==> src/rtl/fetch_ctrl.sv <==
// fetch_ctrl: IF-stage fetch sequencer with credit-limited imem requests, in-order response matching and a decode buffer
module fetch_ctrl #(
  parameter logic [31:0] RESET_PC = 32'h0000_0000,
  parameter int          DEPTH    = 2
) (
  input  logic        clk,
  input  logic        rst,
  input  logic        fetch_en_i,
  input  logic        redirect_valid_i,
  input  logic [31:0] redirect_pc_i,
  output logic        imem_req_valid_o,
  input  logic        imem_req_ready_i,
  output logic [31:0] imem_req_addr_o,
  input  logic        imem_rsp_valid_i,
  input  logic [31:0] imem_rsp_data_i,
  output logic        id_valid_o,
  input  logic        id_ready_i,
  output logic [31:0] id_pc_o,
  output logic [31:0] id_instr_o
);
  localparam int AW = $clog2(DEPTH);
  typedef enum logic {RUN, DRAIN} state_t;
  state_t state, state_nxt;
  logic [31:0] pc;
  logic [31:0] pend_mem [DEPTH];
  logic [31:0] buf_pc [DEPTH];
  logic [31:0] buf_instr [DEPTH];
  logic [AW-1:0] pend_wr, pend_rd, buf_wr, buf_rd;
  logic [AW:0] pend_cnt, buf_cnt, kill_cnt, kill_nxt;
  logic [AW+1:0] used;
  logic accept, discard, push, pop, rsp_hit;
  always_ff @(posedge clk or negedge rst) begin
    if (!rst) begin
      state    <= RUN;
      kill_cnt <= '0;
    end else begin
      state    <= state_nxt;
      kill_cnt <= kill_nxt;
    end
  end
  // Beats still owed for requests killed by a redirect are absorbed before live ones
  always_comb begin
    kill_nxt  = redirect_valid_i ? kill_cnt + pend_cnt - (AW+1)'(rsp_hit) : kill_cnt - (AW+1)'(discard);
    state_nxt = (kill_nxt != '0) ? DRAIN : RUN;
  end
  always_comb begin
    used             = (AW+2)'(pend_cnt) + (AW+2)'(kill_cnt) + (AW+2)'(buf_cnt);
    imem_req_valid_o = rst & fetch_en_i & ~redirect_valid_i & (used < (AW+2)'(DEPTH));
    accept           = imem_req_valid_o & imem_req_ready_i;
    discard          = imem_rsp_valid_i & (state == DRAIN);
    push             = imem_rsp_valid_i & (state == RUN) & (pend_cnt != '0) & ~redirect_valid_i;
    rsp_hit          = imem_rsp_valid_i & ((pend_cnt != '0) | (kill_cnt != '0));
    id_valid_o       = (buf_cnt != '0) & ~redirect_valid_i;
    pop              = id_valid_o & id_ready_i;
  end
  assign imem_req_addr_o = pc;
  assign id_pc_o         = buf_pc[buf_rd];
  assign id_instr_o      = buf_instr[buf_rd];
  always_ff @(posedge clk or negedge rst) begin
    if (!rst) begin
      pc       <= RESET_PC;
      pend_wr  <= '0;
      pend_rd  <= '0;
      pend_cnt <= '0;
      buf_wr   <= '0;
      buf_rd   <= '0;
      buf_cnt  <= '0;
      for (int i = 0; i < DEPTH; i++) begin
        pend_mem[i]  <= '0;
        buf_pc[i]    <= '0;
        buf_instr[i] <= '0;
      end
    end else if (redirect_valid_i) begin
      pc       <= redirect_pc_i;
      pend_wr  <= '0;
      pend_rd  <= '0;
      pend_cnt <= '0;
      buf_wr   <= '0;
      buf_rd   <= '0;
      buf_cnt  <= '0;
    end else begin
      if (accept) begin
        pc                <= pc + 32'd4;
        pend_mem[pend_wr] <= pc;
        pend_wr           <= pend_wr + AW'(1);
      end
      if (push) begin
        pend_rd           <= pend_rd + AW'(1);
        buf_pc[buf_wr]    <= pend_mem[pend_rd];
        buf_instr[buf_wr] <= imem_rsp_data_i;
        buf_wr            <= buf_wr + AW'(1);
      end
      if (pop) buf_rd <= buf_rd + AW'(1);
      pend_cnt <= pend_cnt + (AW+1)'(accept) - (AW+1)'(push);
      buf_cnt  <= buf_cnt + (AW+1)'(push) - (AW+1)'(pop);
    end
  end
endmodule

==> config.mk <==
export PLATFORM = sky130hd
export DESIGN_NAME = fetch_ctrl
export DESIGN_NICKNAME = d
export VERILOG_FILES = /design/src/rtl/fetch_ctrl.sv
export SDC_FILE = /design/constraint.sdc
export NUM_CORES = 1
export LEC_CHECK = 0
export CAP_MARGIN = 0
export CORE_MARGIN = 8
export CORE_UTILIZATION = 25
export CTS_BUF_LIST = sky130_fd_sc_hd__clkbuf_4 sky130_fd_sc_hd__clkbuf_8
export DETAILED_ROUTE_END_ITERATION = 10
export GPL_TIMING_DRIVEN = 0
export SLEW_MARGIN = 20
export SYNTH_ARGS = -nofsm -noshare
export SYNTH_HDL_FRONTEND = slang
export SYNTH_SLANG_ARGS = --single-unit
==> constraint.sdc <==
create_clock -name clk -period 8 [get_ports clk]
set_input_delay 1.6 -clock clk [delete_from_list [all_inputs] [get_ports clk]]
set_output_delay 1.6 -clock clk [all_outputs]
set_load 0.1 [all_outputs]
==> flow_summary_export.csv <==
group,metric,value,unit
status,run_status,"finished clean",
routing,detailroute.via_count,7599,
global_route,grt_antenna_before_repair,2,
timing,clock-skew-final,24.7,ps
power_and_ir_drop,total_power_consumption,0.00447,W
synth,yosys_register_bits,235,
synth,post_synthesis_share_of_cell_area_spent_on_and_or_nand_and_nor_gates,9.13,%
routing,avgRoutedWirePerCell,19.1,um
timing,postLayoutSetupSlackWorst,2240,ps
clocking,cts_tree,"yes",
timing,setup_viol,0,
clocking,clock_sinks,235,
hold_path,worst_hold_path_type,"reg2reg",
clocking,cts_stage_hold_buffer_count,0,
layout,final_layout_size_suffix_gt1_share,25.8,%
setup_path,crit_path_end_kind,"output port",
setup_path,timing.setup.critical_path_class,"in2out",
timing,final.setup.tns,0,ps
synth,synth_top_area_cell,"sky130_fd_sc_hd__dfrtp_1",
timing,period_share,72.0,%
clocking,cts-root-buf,"sky130_fd_sc_hd__clkbuf_8",
floorplan,chipWidth,223,um
synth,synth_compound_area_share,6.22,%
floorplan,fp-row-count,75,
place,place.gp.congestion,0.790,
floorplan,top_level_ports,169,
layout,finish.net_count,1169,
synth,syn_nets,958,
timing,worst_slew_margin_rel,25.9,%
routing,route.detailed.drc,0,
routing,detail_route.vias_per_cell,4.59,
power_and_ir_drop,power_leakage,6.03,nW
synth,main_combinational_cell_family_by_area_after_synthesis,"multiplexers",
routing,drt_iter0_drc,360,
floorplan,die_area,49500,um2
global_route,grt_start_max_net_pins,101,
clocking,clk_transition_reported_paths,60,ps
synth,synth_cells,876,
routing,postRouteWirelength,31600,um
global_route,grt_pass1_wl,49200,um
global_route,first_global_vias,8249,
synth,yosysWarningCount,0,
timing,worst-slew-pin-transition,1110,ps
synth,postSynth.topFlopCell,"sky130_fd_sc_hd__dfrtp_1",
place,port_buffers,167,
clocking,cts_resized,0,
synth,synth.lib_cells_used.distinct,50,
synth,post_synth_instance_area,10700,um2
routing,route.antenna.remaining_nets,0,
synth,average_cell_area_after_synthesis,12.2,um2
synth,synth.top_cell.area_share,55.1,%
setup_path,worst_setup_path_start_kind,"input pin",
setup_path,critPathArrivalTime,4160,ps
clocking,clk_path_buf_depth,3,
floorplan,fp.coreArea,42000,um2
setup_path,required,6400,ps
timing,grt_setup_unrepaired,"false",
setup_path,count_of_cells_along_the_worst_register_to_register_path,10,
timing,timing.fmax,174,MHz
timing,drv_slew,0,
global_route,gr-usage-all-layers,12.6,%
synth,synth_adder_area_share,1.36,%
clocking,numCtsBuffers,39,
timing,period_minus_slack,5760,ps
place,place_hpwl,23200,um
synth,synthArstFlopShare,100,%
setup_path,max_fanout_on_critical_path,10,
power_and_ir_drop,irDropWorstVdd,0.107,mV
floorplan,starting_density_of_the_core,25.4,%
synth,synthMuxAreaShare,23.8,%
clocking,clock_latency,550,ps
synth,post_synth_main_area_contributors,"sky130_fd_sc_hd__dfrtp_1 (55%), sky130_fd_sc_hd__mux2_2 (20%), sky130_fd_sc_hd__mux2i_1 (3.3%)",
synth,synth_enable_flop_cells,0,
floorplan,die_y,223,um
clocking,post_cts.repair.setup_buffers,0,
run,timing.max_cap.violations,0,
synth,synth_seq_area_share,55.1,%
layout,syn2layout_area_growth,31.0,%
timing,finalHoldViolations,0,
global_route,grt.overflow.total,0,
routing,detailedRoute.firstPassIterationCount,4,
synth,post_synth_xor_area_fraction,1.70,%
place,post-place-ws,2230,ps
hold_path,worst_hold_depth,2,
power_and_ir_drop,power_per_cell_area,320,nW/um2
clocking,clock_tree.htree_level_count,2,
-- power breakdown --
part,total (W),switching [W],internal (W)
clock,0.00117,0.000486,0.000689
sequential,0.00157,0.000139,0.00143
combinational,0.00173,0.00122,0.000513
-- cells in the mapped netlist, types with 3 or more instances --
master and n:
sky130_fd_sc_hd__o31ai_1 10, sky130_fd_sc_hd__buf_1 4, sky130_fd_sc_hd__a31oi_1 19, sky130_fd_sc_hd__xnor2_1 13, sky130_fd_sc_hd__nand2_1 57, sky130_fd_sc_hd__nor3_1 6, sky130_fd_sc_hd__nand4_1 9, sky130_fd_sc_hd__mux2_2 193
sky130_fd_sc_hd__a21oi_1 32, sky130_fd_sc_hd__clkbuf_1 40, sky130_fd_sc_hd__buf_2 9, sky130_fd_sc_hd__nand3_1 11, sky130_fd_sc_hd__xor2_1 5, sky130_fd_sc_hd__inv_1 15, sky130_fd_sc_hd__nor2_1 60, sky130_fd_sc_hd__nor2b_1 3
sky130_fd_sc_hd__mux2i_1 35, sky130_fd_sc_hd__o21ai_0 49, sky130_fd_sc_hd__dfrtp_1 235, sky130_fd_sc_hd__or3_1 7, sky130_fd_sc_hd__ha_1 10, sky130_fd_sc_hd__or3_2 3, sky130_fd_sc_hd__and4_1 4, sky130_fd_sc_hd__or4_1 12
-- layout make-up --
cell class | count | area [um2]
clock buffers | 61 | 783
diodes | 1 | 2.50
well taps | 539 | 674
inverters | 15 | 56.3
multi-input cells | 571 | 4500
repair buffers | 170 | 1740
fillers | 4197 | 28100
clock inverters | 9 | 103
flip-flops and latches | 235 | 5880
plain buffers | 55 | 233
-- kinds of logic after synthesis --
| group | Yosys count |
|---|---|
| XOR/XNOR | 19 |
| flip-flops | 235 |
| buffers and inverters | 70 |
| multiplexers | 229 |
| adder cells (fa/ha/maj) | 11 |
| AND/OR/NAND/NOR | 194 |
| AO/OA/AOI/OAI | 118 |
-- routing by layer --
metal  routed length [um]  GRT usage [%]  vias to the layer above  share of wire, %
met5                   11              0                        -             0.035
met4                  964           4.84                        2               3.1
met3                 1630           2.79                       60               5.2
met2                15600           21.5                      172                49
met1                13400           15.4                     3813                42
li1                     -              -                     3552                 -
-- cells in the final DEF, fill, tap and decap left out, drive strengths merged, types with 14 or more instances in the layout --
cell	synthesis	layout
or4	14	14
o21ai	49	49
clkdlybuf4s50	0	166
mux2	194	194
mux2i	35	35
clkbuf	40	101
dfrtp	235	235
buf	15	19
a31oi	19	19
nand2	57	57
a21oi	32	32
inv	15	15
nor2	60	60
-- sequential cells by signal (all words and copies together) (netlist names) --
signal / count
pend_wr: 1
pend_rd: 1
buf_rd: 1
buf_instr: 64
kill_cnt: 2
buf_pc: 64
buf_wr: 1
buf_cnt: 2
pend_cnt: 2
pend_mem: 64
state: 1
imem_req_addr_o: 32
-- stage by stage --
stage          instance area (um2)  cells  utilization, %  hold slack, ps
5_1_grt                      14000   1656            33.2             509
6_report                     14000   1656            33.2             475
3_5_place_dp                 13100   1585            31.1             466
3_3_place_gp                 13000   1582            31.0             459
4_1_cts                      14000   1655            33.2             480
2_1_floorplan                10700    876               -             446
-- worst max-delay path, cell delays in order --
cell and delay [ps]:
sky130_fd_sc_hd__clkbuf_1 280, sky130_fd_sc_hd__clkbuf_1 530, sky130_fd_sc_hd__clkbuf_1 540, sky130_fd_sc_hd__nor3_1 180
sky130_fd_sc_hd__clkdlybuf4s50_1 1030
-- final timing paths --
check	startpoint	end	slack, ps
max	redirect_valid_i	imem_req_valid_o	2240
min	buf_pc[52]	buf_pc[52]	470
max reg2reg	pend_cnt[1]	pend_mem[33]	4320
min reg2reg	buf_pc[52]	buf_pc[52]	470
max in group asynchronous	rst	imem_req_addr_o[12]	5730
min in group asynchronous	rst	buf_instr[5]	1000
Power figures use the tool's default switching activity.
==> patch 1 (same settings) <==
The parameter `DEPTH` goes from 2 to 4.
--- a/src/rtl/fetch_ctrl.sv
+++ b/src/rtl/fetch_ctrl.sv
@@ -1,7 +1,7 @@
 // fetch_ctrl: IF-stage fetch sequencer with credit-limited imem requests, in-order response matching and a decode buffer
 module fetch_ctrl #(
   parameter logic [31:0] RESET_PC = 32'h0000_0000,
-  parameter int          DEPTH    = 2
+  parameter int          DEPTH    = 4
 ) (
   input  logic        clk,
   input  logic        rst,
Formal check against the unedited RTL: not equivalent (a bounded check fails within 4 cycles, from zero or initial values and one cycle with rst low).
==> patch 1 against the unedited design <==
  * Design area rose by 75%
  * Fmax is 15% lower
  * Worst setup slack lost 0.98 ns
  * Via count is 61% higher
  * Synthesized area grew 84%
  * Final cell count grew 60%
  * Sequential cell count is 199 higher
  * Wire length increased by 69%
  * Clock skew rose by 0.026 ns
  * Power rose by 39%
  * Largest cell class unchanged
  * Largest power group is now registers
==> patch 1: results (changes against the unedited design) <==
* Status: complete, no violations
* DP Area at 22800 sq um (+74%)
* TritonCTS buffer count at 78 (+100%)
* FF-to-FF path depth at 15 (+5)
* Compound-Gate Fraction of Synth Area at 1.88% (-4.3 points)
* Dpl hpwl at 37500 microns (+61%)
* CP arrival at 5.14 ns (+0.98 ns)
* R2r endpoint: pend_cnt[2]
* Multi-input gate share of total cell area at 34.0% (+1.7 points)
* Top cell type's share of synthesized area at 55.2% (+0.073 points)
* Portion of netlist area occupied by mux cells at 33.2% (+9.5 points)
* Peak VDD IR at 124 uV (+16%)
* Share of post-route cells with drive strength above 1 at 41.3% (+15 points)
* Clk cell area share at 6.83% (+0.49 points)
* Tightest Pin Transition at 1.15 ns (+0.0419 ns)
* Non-CTS inverters at 22 (+7)
* Worst path max stage delay at 1.08 ns (+0.05 ns)
* Routed Wire Length at 53400 microns (+69%)
* Via count at 12200 (+61%)
* Sequential share of the synthesized area at 55.2% (+0.073 points)
* CP endpoint: id_valid_o
* Largest regs: buf_instr x128, buf_pc x128, pend_mem x128
* Synthesized net count at 1389 (+45%)
* Hold Path Cell Cnt at 1 (-1)
* Netlist cell types at 49 (-2.0%)
* Area growth syn-to-layout at 24.5%
* Final Total Pwr at 0.00624 W (+39%)
* Post-synth top cells: dfrtp_1 (434), mux2_2 (379), mux4_2 (96)
* All-Layer GR Usage at 12.1% (-0.54 points)
* DIE AREA at 87900 sq um (+78%)
* Drt first pass iters at 5 (+1)
* Number of non-clock buffers at 267 (+19%)
* P_leak at 11.1 nW (+84%)
* Nets at 1642 (+40%)
* Worst hold endpoint: pend_mem[77]
* Seq group at 0.00252 W (+61%)
* Post-synthesis adder-cell area fraction at 1.82% (+0.46 points)
* H-tree lvl count at 3 (+1)
* Place WS at 1.24 ns (-0.992 ns)
* DRT iter0 DRCs at 687 (+91%)
* Port Buffer Count at 168 (+0.60%)
* Final setup margin at 1.26 ns (-0.981 ns)
* Worst Skew at 0.0511 ns (+0.0264 ns)
* Sequential cell area at 10900 sq um (+85%)
-- patch 1: cell count changes after synthesis, moves of 9 or more --
cell     unedited run  this run
mux2_2            193       379
o21ai_0            49         9
dfrtp_1           235       434
nand2_1            57        31
a21oi_1            32         4
mux4_2              0        96
nor2_1             60        38
buf_2               9        34
mux2i_1            35         2
ha_1               10        19
-- patch 1: through the flow --
step,setup TNS [ns],hold slack (ns),instances
floorplan,0,0.452,1293
global placement,-7558.33,0.463,2511
detailed placement,0,0.475,2516
CTS,0,0.488,2649
global route,0,0.505,2651
finish,0,0.486,2651
-- patch 1: metal layers --
| metal | global-route usage, % | part of all wire, % |
|---|---|---|
| met5 | 0 | 0.041 |
| met4 | 3.94 | 2.4 |
| met3 | 3.08 | 6.7 |
| met2 | 19.2 | 46 |
| met1 | 16.2 | 44 |
==> patch 2 (same settings) <==
Without the edit above. Reset style: synchronous (`rst`), changed in 2 clocked blocks.
--- a/src/rtl/fetch_ctrl.sv
+++ b/src/rtl/fetch_ctrl.sv
@@ -29,7 +29,7 @@
   logic [AW:0] pend_cnt, buf_cnt, kill_cnt, kill_nxt;
   logic [AW+1:0] used;
   logic accept, discard, push, pop, rsp_hit;
-  always_ff @(posedge clk or negedge rst) begin
+  always_ff @(posedge clk) begin
     if (!rst) begin
       state    <= RUN;
       kill_cnt <= '0;
@@ -56,7 +56,7 @@
   assign imem_req_addr_o = pc;
   assign id_pc_o         = buf_pc[buf_rd];
   assign id_instr_o      = buf_instr[buf_rd];
-  always_ff @(posedge clk or negedge rst) begin
+  always_ff @(posedge clk) begin
     if (!rst) begin
       pc       <= RESET_PC;
       pend_wr  <= '0;
Function: differs if rst is asserted again (counterexample within 4 cycles, from zero or initial values and one cycle with rst low); with rst held inactive, the same outputs for 4 cycles.
==> patch 2 against the unedited design <==
  * Final cell count is 3.4% lower
  * Worst setup slack better by 0.51 ns
  * Design area is 0.36% lower
  * Core utilization is 0.18 points higher
  * Sequential cell count is 2 higher
  * Synthesized area is 1.9% lower
  * Wire length is 6.8% lower
  * Synthesized cell count is 7.3% lower
Power is not compared: it rests on default switching activity, and its combinational part moved more than twofold at a synthesized area within 25%.
==> patch 2: results (changes against the unedited design) <==
* Dpl hpwl at 21200 microns (-8.8%)
* Compound-Gate Fraction of Synth Area at 3.19% (-3.0 points)
* Multi-input gates at 510 (-11%)
* Synthesized net count at 894 (-6.7%)
* First-pass GRT wire length at 43300 microns (-12%)
* Worst hold start: buf_rd
* Fillers at 4170 (-0.64%)
* Post-synth EDFFs at 192 (+192)
* Routed Wire Length at 29400 microns (-6.8%)
* Multi-input gate share of total cell area at 25.6% (-6.6 points)
* Num sequential at 237 (+0.85%)
* RR Startpoint: pend_cnt[1]
* Non-CTS inverters at 16 (+1)
* Largest net degree at the start of global routing at 34 (-66%)
* DP Area at 13000 sq um (-0.53%)
* Status: complete, no violations
* CLK BUF at 63 (+3.3%)
* TritonCTS buffer count at 44 (+13%)
* Syn Inst Count at 812 (-7.3%)
* Clk cell area share at 6.52% (+0.18 points)
* Port Buffer Count at 166 (-0.60%)
* Worst Path Max Fanout at 6 (-4)
* Worst Skew at 0.0324 ns (+0.00771 ns)
* Post-synth top cells: edfxtp_1 (192), and2_1 (100), nor2_1 (98)
* Primary FF master, synth: edfxtp_1
* Die width at 221 microns (-0.86%)
* Place WS at 2.87 ns (+0.645 ns)
* Sequential share of the synthesized area at 63.7% (+8.5 points)
[patch 2: report_power, final]
| group | internal [W] | switching (W) |
|---|---|---|
| registers | 0.00138 | 0.0000315 |
| logic | 0.000115 | 0.000275 |
| clock network | 0.000677 | 0.000523 |
| total | 0.00217 | 0.000830 |
[patch 2: tightest hold or removal path: cells and delay by family (launching register included)]
| family | cells | cell delay (ns) |
|---|---|---|
| xor gates and xnor gates | 1 | 0.09 |
| DFF | 1 | 0.32 |
| and+or+nand+nor | 1 | 0.08 |
[patch 2: layer usage]
metal  global-route usage (%)  vias up  wire [microns]
met3                     3.70       51            2120
li1                         -     3365               -
met4                     3.56        0             679
met2                     19.8      231           14000
met1                     14.6     3414           12700
met5                        0        -               0
[patch 2: worst paths after layout]
path                                          to  slack (ns)  cells after the start
worst min register to register          register        0.50                      2
worst max-delay path            imem_req_valid_o        2.75                      7
worst max register to register   pend_mem[1][17]        4.62                     11
worst min-delay path                    register        0.50                      2
